--- src/rtl/game_pkg.sv ---
// game_pkg: FSM states and seven-segment patterns shared by the game-period blocks
package game_pkg;

    typedef enum logic [1:0] {IDLE, ANSWER, CHECK, RESULT} state_t;

    // Bit order {dp, a, b, c, d, e, f, g}
    localparam logic [7:0] SEG_DIGIT [10] = '{
        8'h7E, 8'h30, 8'h6D, 8'h79, 8'h33, 8'h5B, 8'h5F, 8'h70, 8'h7F, 8'h7B
    };
    localparam logic [7:0] SEG_DASH  = 8'b0000_0001;
    localparam logic [7:0] SEG_BLANK = 8'h00;
    localparam logic [7:0] SEG_Y     = 8'h3B;
    localparam logic [7:0] SEG_N     = 8'h15;

    // Pattern of the least significant decimal digit of v
    function automatic logic [7:0] seg_digit(input logic [7:0] v);
        return SEG_DIGIT[4'(v % 8'd10)];
    endfunction

endpackage

--- src/rtl/btn_conditioner.sv ---
// btn_conditioner: synchronise, debounce and edge-detect one raw button into a 1-cycle press
module btn_conditioner #(
    parameter int DEBOUNCE_CYCLES = 1_000_000
) (
    input  logic clk,
    input  logic rst_n,
    input  logic btn,
    output logic press
);
    localparam int CW = $clog2(DEBOUNCE_CYCLES + 1);

    logic [1:0]    sync_q, sync_d;
    logic          stable_q, stable_d;
    logic [CW-1:0] cnt_q, cnt_d;
    logic          press_q, press_d;

    // Accept a new level only after it differs from the stable one for DEBOUNCE_CYCLES cycles
    always_comb begin
        sync_d   = {sync_q[0], btn};
        stable_d = stable_q;
        cnt_d    = '0;
        if (sync_q[1] != stable_q) begin
            if (cnt_q == CW'(DEBOUNCE_CYCLES - 1))
                stable_d = sync_q[1];
            else
                cnt_d = cnt_q + 1'b1;
        end
        press_d = stable_d & ~stable_q;
    end

    // Conditioner state registers
    always_ff @(posedge clk or negedge rst_n) begin
        if (!rst_n) begin
            sync_q   <= '0;
            stable_q <= 1'b0;
            cnt_q    <= '0;
            press_q  <= 1'b0;
        end else begin
            sync_q   <= sync_d;
            stable_q <= stable_d;
            cnt_q    <= cnt_d;
            press_q  <= press_d;
        end
    end

    assign press = press_q;

endmodule

--- src/rtl/answer_period.sv ---
// answer_period: answer phase of the game - guess entry, timeout, verdict, score and display
module answer_period
    import game_pkg::*;
#(
    parameter int TICKS_PER_SEC   = 100_000_000,
    parameter int ANSWER_SECS     = 10,
    parameter int RESULT_SECS     = 3,
    parameter int DEBOUNCE_CYCLES = 1_000_000
) (
    input  logic       Clk100M,
    input  logic       Rst_n,
    input  logic       answerSig,
    input  logic [7:0] numSpecial,
    input  logic       btnUp,
    input  logic       btnDown,
    input  logic       btnSubmit,
    output logic       busy,
    output logic       resultValid,
    output logic       resultCorrect,
    output logic [7:0] score,
    output logic [7:0] answerSeg0,
    output logic [7:0] answerSeg1,
    output logic [7:0] answerSeg2,
    output logic [7:0] answerSeg3
);
    localparam int DW = $clog2(TICKS_PER_SEC + 1);

    state_t          state_q, state_d;
    logic [7:0]      guess_q, guess_d;
    logic [7:0]      target_q, target_d;
    logic [7:0]      secs_q, secs_d;
    logic [7:0]      score_q, score_d;
    logic [DW-1:0]   div_q, div_d;
    logic            busy_q, busy_d;
    logic            rv_q, rv_d;
    logic            rc_q, rc_d;
    logic [3:0][7:0] seg_q, seg_d;
    logic            up_p, down_p, submit_p, tick, match;

    btn_conditioner #(.DEBOUNCE_CYCLES(DEBOUNCE_CYCLES)) u_up (
        .clk(Clk100M), .rst_n(Rst_n), .btn(btnUp), .press(up_p)
    );
    btn_conditioner #(.DEBOUNCE_CYCLES(DEBOUNCE_CYCLES)) u_down (
        .clk(Clk100M), .rst_n(Rst_n), .btn(btnDown), .press(down_p)
    );
    btn_conditioner #(.DEBOUNCE_CYCLES(DEBOUNCE_CYCLES)) u_submit (
        .clk(Clk100M), .rst_n(Rst_n), .btn(btnSubmit), .press(submit_p)
    );

    assign tick  = div_q == DW'(TICKS_PER_SEC - 1);
    assign match = guess_q == target_q;

    // Phase sequencing, guess editing, countdown and scoring
    always_comb begin
        state_d  = state_q;
        guess_d  = guess_q;
        target_d = target_q;
        secs_d   = secs_q;
        score_d  = score_q;
        busy_d   = busy_q;
        rv_d     = 1'b0;
        rc_d     = rc_q;
        div_d    = tick ? '0 : div_q + 1'b1;
        case (state_q)
            IDLE: if (answerSig) begin
                target_d = numSpecial;
                guess_d  = 8'd0;
                secs_d   = 8'(ANSWER_SECS);
                rc_d     = 1'b0;
                busy_d   = 1'b1;
                div_d    = '0;
                state_d  = ANSWER;
            end
            ANSWER: begin
                if (!submit_p && up_p && !down_p && guess_q != 8'hFF)
                    guess_d = guess_q + 8'd1;
                if (!submit_p && down_p && !up_p && guess_q != 8'h00)
                    guess_d = guess_q - 8'd1;
                if (tick)
                    secs_d = secs_q - 8'd1;
                if (submit_p || (tick && secs_q == 8'd1))
                    state_d = CHECK;
            end
            CHECK: begin
                rc_d    = match;
                rv_d    = 1'b1;
                score_d = (match && score_q != 8'hFF) ? score_q + 8'd1 : score_q;
                secs_d  = 8'(RESULT_SECS);
                div_d   = '0;
                state_d = RESULT;
            end
            RESULT: if (tick) begin
                secs_d = secs_q - 8'd1;
                if (secs_q == 8'd1) begin
                    state_d = IDLE;
                    busy_d  = 1'b0;
                end
            end
            default: state_d = IDLE;
        endcase
    end

    // Digit patterns: countdown+guess while answering, verdict+guess in result, dashes when idle
    always_comb begin
        seg_d = (state_q == IDLE)   ? {4{SEG_DASH}} :
                (state_q == RESULT) ? {rc_q ? SEG_Y : SEG_N, seg_digit(guess_q / 8'd100),
                                       seg_digit(guess_q / 8'd10), seg_digit(guess_q)} :
                                      {seg_digit(secs_q / 8'd10), seg_digit(secs_q),
                                       guess_q >= 8'd100 ? SEG_DASH : seg_digit(guess_q / 8'd10),
                                       seg_digit(guess_q)};
    end

    // All state and outputs registered
    always_ff @(posedge Clk100M or negedge Rst_n) begin
        if (!Rst_n) begin
            state_q  <= IDLE;
            guess_q  <= '0;
            target_q <= '0;
            secs_q   <= '0;
            score_q  <= '0;
            div_q    <= '0;
            busy_q   <= 1'b0;
            rv_q     <= 1'b0;
            rc_q     <= 1'b0;
            seg_q    <= {4{SEG_DASH}};
        end else begin
            state_q  <= state_d;
            guess_q  <= guess_d;
            target_q <= target_d;
            secs_q   <= secs_d;
            score_q  <= score_d;
            div_q    <= div_d;
            busy_q   <= busy_d;
            rv_q     <= rv_d;
            rc_q     <= rc_d;
            seg_q    <= seg_d;
        end
    end

    assign busy          = busy_q;
    assign resultValid   = rv_q;
    assign resultCorrect = rc_q;
    assign score         = score_q;
    assign answerSeg0    = seg_q[0];
    assign answerSeg1    = seg_q[1];
    assign answerSeg2    = seg_q[2];
    assign answerSeg3    = seg_q[3];

endmodule

--- config.mk ---
export PLATFORM = sky130hd
export DESIGN_NAME = answer_period
export DESIGN_NICKNAME = d
export VERILOG_FILES = /design/src/rtl/game_pkg.sv /design/src/rtl/btn_conditioner.sv /design/src/rtl/answer_period.sv
export SDC_FILE = /design/constraint.sdc
export NUM_CORES = 1
export LEC_CHECK = 0
export CAP_MARGIN = 5
export CORE_UTILIZATION = 32
export DETAILED_ROUTE_END_ITERATION = 12
export PLACE_DENSITY = 0.45
export SYNTH_ARGS = -nofsm -noshare
export SYNTH_HDL_FRONTEND = slang
export SYNTH_HIERARCHICAL = 1
export SYNTH_SLANG_ARGS = --single-unit
--- constraint.sdc ---
create_clock -name Clk100M -period 4.67 [get_ports Clk100M]
set_input_delay 0.7005 -clock Clk100M [delete_from_list [all_inputs] [get_ports Clk100M]]
set_output_delay 0.7005 -clock Clk100M [all_outputs]
set_load 0.01 [all_outputs]
==> results of run 1 <==
-- power breakdown --
part           total [uW]  internal (uW)  switching (uW)
clock                1330            741             588
sequential           1480           1450            23.5
combinational         252            110             142
total                3060           2300             753
-- cells in the mapped netlist (all sizes together) (5+ instances only) --
cell type  number
nor2          128
nand2          74
nand4          18
a221oi          8
nor3           22
and2            7
a21o            5
nor2b          11
or2             7
buf            30
ha             46
a211oi         13
xnor2          48
or4            15
o31ai          11
o21bai          5
inv            58
xor2           39
and3           10
o21a            5
mux2i          10
nand3          49
a31oi          17
o21ai          68
or3            25
clkbuf         29
a21oi          73
mux2           21
dfrtp         160
nand2b         14
nor4            9
-- layer usage --
metal  track usage (%)  vias to the layer above
met1              20.2                     3721
met5                 0                        -
met2              23.8                      120
li1                  -                     3973
met3              2.41                       27
met4              5.43                        0
-- layout by cell type (no fill, tap or decap), types with 9 or more instances in the layout --
cell	count
a211oi_1	11
a21oi_1	73
a31oi_1	16
buf_4	15
clkbuf_16	17
clkdlybuf4s50_1	51
dfrtp_1	160
ha_1	46
inv_1	56
mux2_2	21
nand2_1	74
nand2b_1	13
nand3_1	46
nand4_1	18
nor2_1	128
nor2b_1	11
nor3_1	22
nor4_1	9
o21ai_0	63
o31ai_1	11
or3_1	16
or3_2	9
or4_1	15
xnor2_1	48
xor2_1	38
-- state kept, by name, indices dropped and copies added (netlist names), 7 cells and up --
name and count:
score 8, answerSeg0 7, u_down/cnt_q 20, answerSeg2 7
answerSeg3 7, secs_q 8, div_q 27, u_submit/cnt_q 20
guess_q 8, target_q 8, u_up/cnt_q 20, answerSeg1 7
-- through the flow --
| stage | total power (uW) | instances | area, sq um | hold WS (ns) | utilization (%) |
|---|---|---|---|---|---|
| after floorplan | 1650 | 1111 | 10100 | 0.331 | - |
| after global placement | 1760 | 1516 | 10900 | 0.333 | 35.6 |
| after detailed placement | 1760 | 1516 | 10900 | 0.335 | 35.6 |
| after CTS | 3120 | 1548 | 11500 | 0.350 | 37.4 |
| after global routing | 3210 | 1548 | 11500 | 0.360 | 37.4 |
| final | 3060 | 1548 | 11500 | 0.348 | 37.4 |
-- kinds of logic (layout without fill, tap and decap cells) --
logic type | Yosys count | count (layout) | synth area share (%)
AO/OA/AOI/OAI | 250 | 250 | 16.3
XOR/XNOR | 88 | 88 | 7.87
adder cells (fa/ha/maj) | 47 | 47 | 5.92
buffers and inverters | 119 | 160 | 5.10
flip-flops | 164 | 164 | 40.8
multiplexers | 31 | 31 | 3.42
other | 1 | 4 | 0.0373
AND/OR/NAND/NOR | 408 | 408 | 20.5
-- layout make-up --
| cell class | instances | area, sq um |
|---|---|---|
| inverter | 60 | 226 |
| multi-input combinational | 828 | 5460 |
| tap | 396 | 495 |
| sequential | 164 | 4110 |
| timing repair buffer | 68 | 654 |
| clock inverter | 9 | 70.1 |
| fill | 3127 | 19200 |
| clock buffer | 23 | 488 |
-- worst max path at each step --
stage	slack, ns	from	end	cells after the start
after floorplan	1.14	secs_q[7]$_DFFE_PN0P_	answerSeg3[6]$_DFF_PN0_	19
after global placement	0.87	secs_q[5]$_DFFE_PN0P_	answerSeg3[6]$_DFF_PN0_	18
after detailed placement	0.80	secs_q[5]$_DFFE_PN0P_	answerSeg3[6]$_DFF_PN0_	18
after CTS	0.76	guess_q[4]$_DFFE_PN0P_	answerSeg1[3]$_DFF_PN0_	15
after global routing	0.38	guess_q[4]$_DFFE_PN0P_	answerSeg1[3]$_DFF_PN0_	15
final	0.77	guess_q[4]$_DFFE_PN0P_	answerSeg1[3]$_DFF_PN0_	15
-- worst max-delay path, cell delays in order, from the launching register on --
cell      delay, ns
dfrtp_1        0.96
nand2b_1       0.22
nor2_1         0.05
a211oi_1       0.25
nand2_1        0.20
inv_1          0.09
ha_1           0.27
nand2_1        0.10
o221ai_1       0.18
a31oi_4        0.33
o21ai_0        0.19
a21oi_1        0.27
inv_1          0.10
ha_1           0.30
inv_1          0.04
a221oi_1       0.24
==> results.yml, run 1 <==
synth:
  ys_seq_area_share_pct: 40.8
  yosys_warnings: 6
  yosys-top-cells-area: "dfrtp_1 (40%), ha_1 (5.7%), nor2_1 (4.8%)"
  synth_top_area_share_pct: 39.8
  synth_top_area_cell: "dfrtp_1"
  netlist_instances: 1108
  synth-seq-cells: 164
  netlist_area_sq_um: 10100
  avgSynthCellArea_sq_um: 9.08
  synth_edf_count: 0
  synthDistinctLibCells: 88
  synthArstFlopShare_pct: 100
  synthFlopType: "dfrtp_1"
floorplan:
  io_pins: 57
  core_area_sq_um: 30700
  die-area_sq_um: 32200
  die_x_um: 179
  rows: 64
  initial_core_util_pct: 32.7
  die_h_um: 179
detailed_routing:
  ant_nets: 0
  maxUsedRoutingLayer: "met4"
  via_per_inst: 5.07
  dr.first_iter.drc_count: 419
  firstDrtPassIters: 7
  routed_wl_um: 22700
  wl_met1_um: 11300
  drc: 0
  vias: 7841
  wl_per_cell_um: 14.6
  dr_wl_met2_um: 10200
  wl_met3_um: 694
placed_design:
  dp_hpwl_um: 15900
  pre_cts_ws_ns: 0.804
  port_buffers: 52
  routabilityCongestion: 0.839
worst_setup_path:
  rrSetupSlack_ns: 0.77
  required_ns: 4.99
  reg2reg_to: "answerSeg1[3]$_DFF_PN0_"
  critPathLaunchType: "flip-flop"
  worstPathArrival_ns: 4.23
  path_max_fanout: 30
  worstSetupPathType: "reg -> reg"
  reg2reg_from: "guess_q[4]$_DFFE_PN0P_"
  rr_worst_depth: 15
  cp-end-kind: "flip-flop"
cts:
  cts-resized-gates: 0
  cts_tree: "built"
  cts_setup_buffers: 0
  path_clk_slew_ns: 0.06
  insertion_delay_ns: 0.43
  cts_hold_buf: 0
  cts_num_sinks: 164
  cts_buffers: 17
  cts_max_level: 4
  clockBufferDepth: 2
  cts-root-buf: "clkbuf_16"
flow_run:
  max-cap-violations: 0
timing:
  fin_ws_ns: 0.766
  slew_viol_final: 0
  min_period_ns: 3.90
  relSlewSlack_pct: 32.6
  finalClockSkew_ns: 0.0103
  setup_tns_ns: 0
  rsz0062_at_grt: "no"
  worstMarginPinSlew_ns: 1.01
  fin_crit_sh_pct: 83.6
  final-setup-viol-count: 0
  final-hold-violation-count: 0
  max_freq_ghz: 0.256
layout:
  area_delta_synth_final_pct: 14.3
  nets: 1200
  drive_gt1_share_pct: 9.81
  antennaDiodeCount: 0
global_routing:
  grt_pass1_vias: 7510
  grt.overflow.total: 0
  track_usage_pct: 14.9
  grt_max_degree: 107
  grt_pass1_wl_um: 38200
  antenna_found_initial: 0
pwr:
  vdd_drop_max_mv: 0.228
  power_density_nw_per_um2: 266
  p_leak_uw: 0.00469
hold_path:
  min_to: "u_up/sync_q[1]$_DFF_PN0_"
  hold_path.class: "reg -> reg"
  min_from: "u_up/sync_q[0]$_DFF_PN0_"
  worstHoldPathCells: 0
status:
  status: "complete, no violations"
Power figures use the tool's default switching activity.
==> run 2: changes to the inputs <==
==> constraint.sdc (replaced) <==
create_clock -name Clk100M -period 4.1 [get_ports Clk100M]
set_input_delay 0.615 -clock Clk100M [delete_from_list [all_inputs] [get_ports Clk100M]]
set_output_delay 0.615 -clock Clk100M [all_outputs]
set_load 0.01 [all_outputs]
==> results.yml, run 2 (same netlist as run 1, synthesis figures left out) <==
pwr:
  power_density_nw_per_um2: 304
  p_leak_uw: 0.00479
  vdd_drop_max_mv: 0.251
layout:
  nFillCells: 3128
  largest-register: "div_q"
  area_delta_synth_final_pct: 15.6
  largest_reg_flops: 27
  drive_gt1_share_pct: 10.9
  antennaDiodeCount: 0
  final_common_cell: "dfrtp_1"
  nets: 1216
  most-common-layout-cells: "dfrtp_1 (160), nor2_1 (128), nand2_1 (74)"
placed_design:
  port_buffers: 52
  pre_cts_ws_ns: 0.468
  dp_hpwl_um: 16500
  routabilityCongestion: 0.830
global_routing:
  antenna_found_initial: 0
  grt.overflow.total: 0
  grt_pass1_wl_um: 39500
  grt_pass1_vias: 7788
  track_usage_pct: 15.3
  grt_max_degree: 88
cts:
  cts_num_sinks: 164
  cts-resized-gates: 0
  cts_buffers: 17
  cts_tree: "built"
  cts_max_level: 4
  insertion_delay_ns: 0.43
  path_clk_slew_ns: 0.07
  clockBufferDepth: 2
  cts_setup_buffers: 0
  cts-root-buf: "clkbuf_16"
  cts_hold_buf: 0
worst_setup_path:
  reg2reg_from: "guess_q[4]$_DFFE_PN0P_"
  required_ns: 4.41
  reg2reg_to: "answerSeg1[2]$_DFF_PN0_"
  crit_start: "guess_q[4]$_DFFE_PN0P_"
  endpoint: "answerSeg1[2]$_DFF_PN0_"
  path_max_fanout: 19
  cp-end-kind: "flip-flop"
  worstSetupPathType: "reg -> reg"
  rrSetupSlack_ns: 0.44
  rr_worst_depth: 11
  critPathLaunchType: "flip-flop"
  worstPathArrival_ns: 3.97
floorplan:
  die_h_um: 179
  initial_core_util_pct: 32.7
  die_x_um: 179
  die-area_sq_um: 32200
  core_area_sq_um: 30700
  io_pins: 57
  rows: 64
timing:
  hold_ws_ns: 0.247
  max_freq_ghz: 0.273
  setup_tns_ns: 0
  min_period_ns: 3.66
  fin_ws_ns: 0.436
  rsz0062_at_grt: "no"
  relSlewSlack_pct: 26.8
  final-hold-violation-count: 0
  slew_viol_final: 0
  finalClockSkew_ns: 0.0158
  final-setup-viol-count: 0
  worstMarginPinSlew_ns: 1.10
  fin_crit_sh_pct: 89.4
status:
  status: "complete, no violations"
detailed_routing:
  routed_wl_um: 23100
  via_per_inst: 5.12
  ant_nets: 0
  vias: 8009
  drc: 0
  dr.first_iter.drc_count: 522
  firstDrtPassIters: 7
  wl_per_cell_um: 14.8
flow_run:
  max-cap-violations: 0
hold_path:
  hold_path.class: "in -> async"
[run 2: changes by cell type in the layout (fill, tap and decap cells not counted)]
cell,previous run,this run
clkinv_4,2,3
o21ai_2,2,0
clkinvlp_4,4,1
bufinv_16,0,1
clkbuf_8,4,3
clkinv_2,2,4
buf_4,15,31
o21ai_1,3,5
[run 2: final cells by class]
type,instances,area [sq um],share of cell area (%)
well taps,396,495,4.26
clock buffers,22,474,4.08
clock inverters,10,96.3,0.828
repair buffers,84,774,6.66
multi-input cells,828,5460,46.9
inverters,60,226,1.95
flip-flops and latches,164,4110,35.3
[run 2: report_power, final]
group | internal, uW | switching [uW]
clock | 889 | 674
combinational | 129 | 163
sequential | 1660 | 26.5
total | 2670 | 863
[run 2: how the worst min path moves through the flow]
stage,from,to,slack (ns)
6_report,Rst_n,u_down/cnt_q[0]$_DFF_PN0_,0.25
5_1_grt,Rst_n,u_down/cnt_q[0]$_DFF_PN0_,0.31
4_1_cts,Rst_n,u_down/cnt_q[0]$_DFF_PN0_,0.29
3_5_place_dp,u_up/sync_q[0]$_DFF_PN0_,u_up/sync_q[1]$_DFF_PN0_,0.34
3_3_place_gp,u_down/sync_q[0]$_DFF_PN0_,u_down/sync_q[1]$_DFF_PN0_,0.33
2_1_floorplan,Rst_n,answerSeg0[1]$_DFF_PN0_,0.32
[run 2: critical path: stages (launching register included)]
cell and delay (ns):
dfrtp_1 0.73, nand2b_1 0.21, nor2_1 0.06, a211oi_1 0.24, nand2_1 0.18, ha_1 0.23
nor3_1 0.38, o2bb2ai_1 0.26, a2111oi_0 0.51, nand2_1 0.19, o311ai_2 0.17, mux2_2 0.38
[run 2: metal layers]
layer  wire, um  GRT usage (%)
met5          0              0
met4        320           4.17
met1      11400           20.7
met2      10500           24.6
met3        913           3.38
[run 2: metrics by stage]
step	util (%)	std cells	power, uW	area (sq um)
after floorplan	-	1111	1880	10100
after global placement	36.0	1532	2010	11100
after detailed placement	36.0	1532	2010	11100
after CTS	37.8	1564	3600	11600
after global routing	37.8	1564	3700	11600
final	37.8	1564	3540	11600
